[src/rtl/rv32i_pkg.sv]
// Shared RV32I constants and types for the decode/writeback datapath.
// The register file and its read ports import this package.
package rv32i_pkg;

  localparam int unsigned XLEN   = 32;
  localparam int unsigned NREG   = 32;
  localparam int unsigned REG_AW = $clog2(NREG);

  typedef logic [XLEN-1:0]   word_t;
  typedef logic [REG_AW-1:0] reg_addr_t;

  localparam reg_addr_t REG_ZERO = '0;

  // True when an address names real storage (anything other than x0).
  function automatic logic is_real_reg(input reg_addr_t a);
    return a != REG_ZERO;
  endfunction

endpackage

[src/rtl/rv32i_rf_read_port.sv]
// Combinational register-file read mux; x0 is gated to zero rather than stored.
// Instantiated once per read port (rs1, rs2).
module rv32i_rf_read_port
  import rv32i_pkg::*;
#(
  parameter int unsigned DW = 32,
  parameter int unsigned NR = 32,
  parameter int unsigned AB = 5
) (
  input  logic [AB-1:0] addr,
  input  logic [DW-1:0] regs [NR],
  output logic [DW-1:0] data
);

  always_comb begin
    data = '0;
    if (addr != AB'(REG_ZERO)) data = regs[addr];
  end

endmodule

[src/rtl/rv32i_reg_file.sv]
// RV32I integer register file: 31 flopped registers plus hard-wired x0,
// two zero-latency read ports and one write port steered off by rd = x0.
module rv32i_reg_file
  import rv32i_pkg::*;
#(
  parameter int unsigned XLEN = rv32i_pkg::XLEN,
  parameter int unsigned NREG = rv32i_pkg::NREG,
  parameter int unsigned AW   = $clog2(NREG)
) (
  input  logic            i_clk,
  input  logic            i_rst_n,
  input  logic [XLEN-1:0] i_wdata,
  input  logic [AW-1:0]   i_waddr,
  input  logic [AW-1:0]   i_r1addr,
  output logic [XLEN-1:0] o_r1data,
  input  logic [AW-1:0]   i_r2addr,
  output logic [XLEN-1:0] o_r2data
);

  logic [XLEN-1:0] rf [NREG];

  // Slot 0 is a constant so the read muxes see a uniform array; no flop backs it.
  assign rf[0] = '0;

  for (genvar i = 1; i < NREG; i++) begin : g_reg
    logic [XLEN-1:0] q;

    always_ff @(posedge i_clk or negedge i_rst_n) begin
      if (!i_rst_n) begin
        q <= '0;
      end else if (i_waddr == AW'(i)) begin
        q <= i_wdata;
      end
    end

    assign rf[i] = q;
  end

  rv32i_rf_read_port #(
    .DW (XLEN),
    .NR (NREG),
    .AB (AW)
  ) u_rs1 (
    .addr (i_r1addr),
    .regs (rf),
    .data (o_r1data)
  );

  rv32i_rf_read_port #(
    .DW (XLEN),
    .NR (NREG),
    .AB (AW)
  ) u_rs2 (
    .addr (i_r2addr),
    .regs (rf),
    .data (o_r2data)
  );

endmodule

[config.mk]
export PLATFORM = sky130hd
export DESIGN_NAME = rv32i_reg_file
export DESIGN_NICKNAME = d
export VERILOG_FILES = /design/src/rtl/rv32i_pkg.sv /design/src/rtl/rv32i_rf_read_port.sv /design/src/rtl/rv32i_reg_file.sv
export SDC_FILE = /design/constraint.sdc
export NUM_CORES = 2
export LEC_CHECK = 0
export ABC_AREA = 0
export CORE_AREA = 4 4 334 336
export CTS_BUF_LIST = sky130_fd_sc_hd__clkbuf_8
export DETAILED_ROUTE_END_ITERATION = 6
export DIE_AREA = 0 0 338 340
export PLACE_DENSITY = 0.66
export SLEW_MARGIN = 20
export SYNTH_ARGS = -nofsm -noshare
export SYNTH_HDL_FRONTEND = slang
export SYNTH_HIERARCHICAL = 1
export SYNTH_SLANG_ARGS = --single-unit
[constraint.sdc]
create_clock -name i_clk -period 2.4 [get_ports i_clk]
set_input_delay 0.48 -clock i_clk [delete_from_list [all_inputs] [get_ports i_clk]]
set_output_delay 0.48 -clock i_clk [all_outputs]
set_load 0.01 [all_outputs]
==> metrics <==
status complete, but fails checks; failing checks negative setup slack; Synth Area in Simple Gates 1.58%; Max Slew Vio Count 0; cell count along the critical path 6; num ports 113; antenna viol nets, final 0; CTS sink cnt 992; Final Instance Count excl. Fillers 5605; Ys Warns 6; Post-Place Setup Slack -1.06 ns; Startpoint Class register; worst stage delay on the critical path 0.45 ns; first-pass GRT wire length 259000 um; cell depth of the worst flop-to-flop path 3; adder-cell share of the synthesized area 0%; slowest cell on the critical path mux4_2; flops & latches, synth 992; fraction of synthesized area in multiplexers 43.2%; number of iterations in the first detailed-routing pass 5; fin nets 4100; max reg flops 992; post-synthesis sequential area ratio 46.1%; RSZ-0062 raised after global routing true; DR iter-0 viols 3162; Final Hold Fails 0; worst setup margin -0.604 ns; R2R Path End g_reg[14].q[20]$_DFFE_PN0N_; final setup fails 64; Top Family by Delay on Critical Path multiplexers; dominant cell type by area after synthesis dfrtp_1; crit path buf inv count 2; initial antenna violation count 3; Bufs on Longest Clock Path 3; slew margin rel. 34.8%; final critical-path required period 3.00 ns; Yosys top cell area share 46.1%; GRT overflow 0; clk_lat worst skew 0.85 ns; Compound-Gate Fraction of Synth Area 4.97%; clock-pin slew on the worst setup and hold paths 0.07 ns; Fin Hold WS 0.189 ns; highest ir drop seen on vdd 0.000443 V; fraction of layout instances using a drive strength above 1 63.1%; sequence of cells on the critical path buf_4 > mux4_2 > mux2_4 > o21ai_4 > a311oi_2 > buf_2; Final HPWL DP 115000 um; asr flop ratio synth 100%; Synth Area in XOR/XNOR 0%; Die X 338 um; Setup CP Type register to primary output; Total GRT Usage 30.8%; DR WL/cell 31.3 um; DRC viols 0; CTS tree done; CTS Buf Count 173; leakage power total 0.0282 uW; top_reg_cell synth dfrtp_1; std cell rows 121; utilization after layout 61.0%; Critical Path AT 2.52 ns; most common cell after layout, fill and taps aside mux2_2; Initial Util 49.6%; overall power 53000 uW; r2r setup slk 1.39 ns; power per cell area 802 mW/mm^2; DIE HEIGHT 340 um; reg2reg start g_reg[14].q[20]$_DFFE_PN0N_; fmax 0.333 GHz; vias in the first global route 38100; combinational family with the most area after synthesis multiplexers; max cap viols 0; critical path endpoint category primary output; vias per cell 6.52; H-tree levels 4; IO buf count 112; commonest cells after routing, fill and taps aside 1001 x mux2_2, 992 x dfrtp_1, 448 x mux4_2; CTS Root Cell clkbuf_8; Post-synth EDFFs 0; Synth cell types 37; Area contributors post-synth dfrtp_1 46%, mux2_2 22%, mux4_2 19%; Post-Place Cells 5308; Most flops, register g.q; detailed-route via count 36600; biggest regs g.q x992; Core Area 0.109 mm^2; CP max FO 2; Worst EP required 1.92 ns; skew final 0 ns; largest net degree at the start of global routing 87; global placement routability congestion 0.853; area of the die 0.115 mm^2; Mapped Cells 3553; worst hold path class input pin to asynchronous set/reset pin; final wirelength 175000 um; Period Utilization, post-route 125%; synthesized area 0.0538 mm^2; syn avg cell area 15.1 um^2; Worst-Margin Slew 0.976 ns; area delta synth->final 23.0%
kinds of logic after synthesis:
logic type,Yosys count
AO/OA/AOI/OAI,368
other,1
multiplexers,1632
flip-flops,992
AND/OR/NAND/NOR,159
buffers and inverters,401
Yosys cell counts, types with 3 or more instances:
library cell  count
a311oi_2          4
clkbuf_1        153
mux4_2          448
clkbuf_4          6
nor2b_1          68
a311oi_1         60
buf_4            40
mux2_1            8
a211oi_1         64
or3_1             3
mux2_2         1048
nor2_1           19
buf_6            38
o21ai_1         106
a221oi_1         48
o2111ai_1        16
o21ai_0           4
buf_2           156
nand2_1          44
nand3_1           5
mux2i_1         128
nand3b_1          3
a22oi_1          64
dfrtp_1         992
nor3b_1           3
nand2b_1          5
worst max path at each step:
stage	start	endpoint	slack, ns
final	g_reg[12].q[3]$_DFFE_PN0N_	o_r1data[3]	-0.60
after global routing	g_reg[14].q[3]$_DFFE_PN0N_	o_r1data[3]	-0.69
after CTS	g_reg[14].q[3]$_DFFE_PN0N_	o_r1data[3]	-0.69
after detailed placement	i_r1addr[1]	o_r1data[2]	-1.06
after global placement	i_r1addr[1]	o_r1data[2]	-1.08
after floorplan	i_r1addr[0]	o_r1data[11]	0.10
routing by layer:
| layer | vias up | global-route usage (%) | wire, um |
|---|---|---|---|
| met5 | - | 0 | 0 |
| met4 | 0 | 12.1 | 6650 |
| met3 | 356 | 6.70 | 14000 |
| met2 | 1592 | 47.8 | 82400 |
| met1 | 19700 | 42.7 | 72100 |
| li1 | 14900 | - | - |
repair_timing:
| action | CTS | global route |
|---|---|---|
| hold endpoints to repair | 240 | 0 |
| hold buffers | 1 | 0 |
| setup buffers | 10 | 8 |
| endpoints found under the setup margin | 64 | 64 |
| pin swaps | 71 | 54 |
| gates resized for setup | 506 | 58 |
worst register-to-register path, stage by stage, from the launching register on:
cell and delay [ns]:
dfrtp_1 0.40, buf_4 0.14, buf_4 0.12, mux2_2 0.24
power breakdown:
part	switching [uW]	internal [uW]
Sequential	2800	20700
Clock	7240	8900
Combinational	5160	8280
Total	15200	37800
cell type report:
class	count	area, um^2
Clock inverter	94	626
Antenna cell	4	10.0
Clock buffer	217	2990
Sequential cell	992	24800
Tap cell	1414	1770
Multi-Input combinational cell	2223	28800
Fill cell	8115	42400
Timing Repair Buffer	659	7170
Inverter	2	12.5
per-stage QoR:
step	TNS, ns	area, um^2
2_1_floorplan	0	54000
3_3_place_gp	-180.77	61500
3_5_place_dp	-179.77	61500
4_1_cts	-35.83	65800
5_1_grt	-36.24	66200
6_report	-30.94	66200
(Power assumes the default switching activity.)
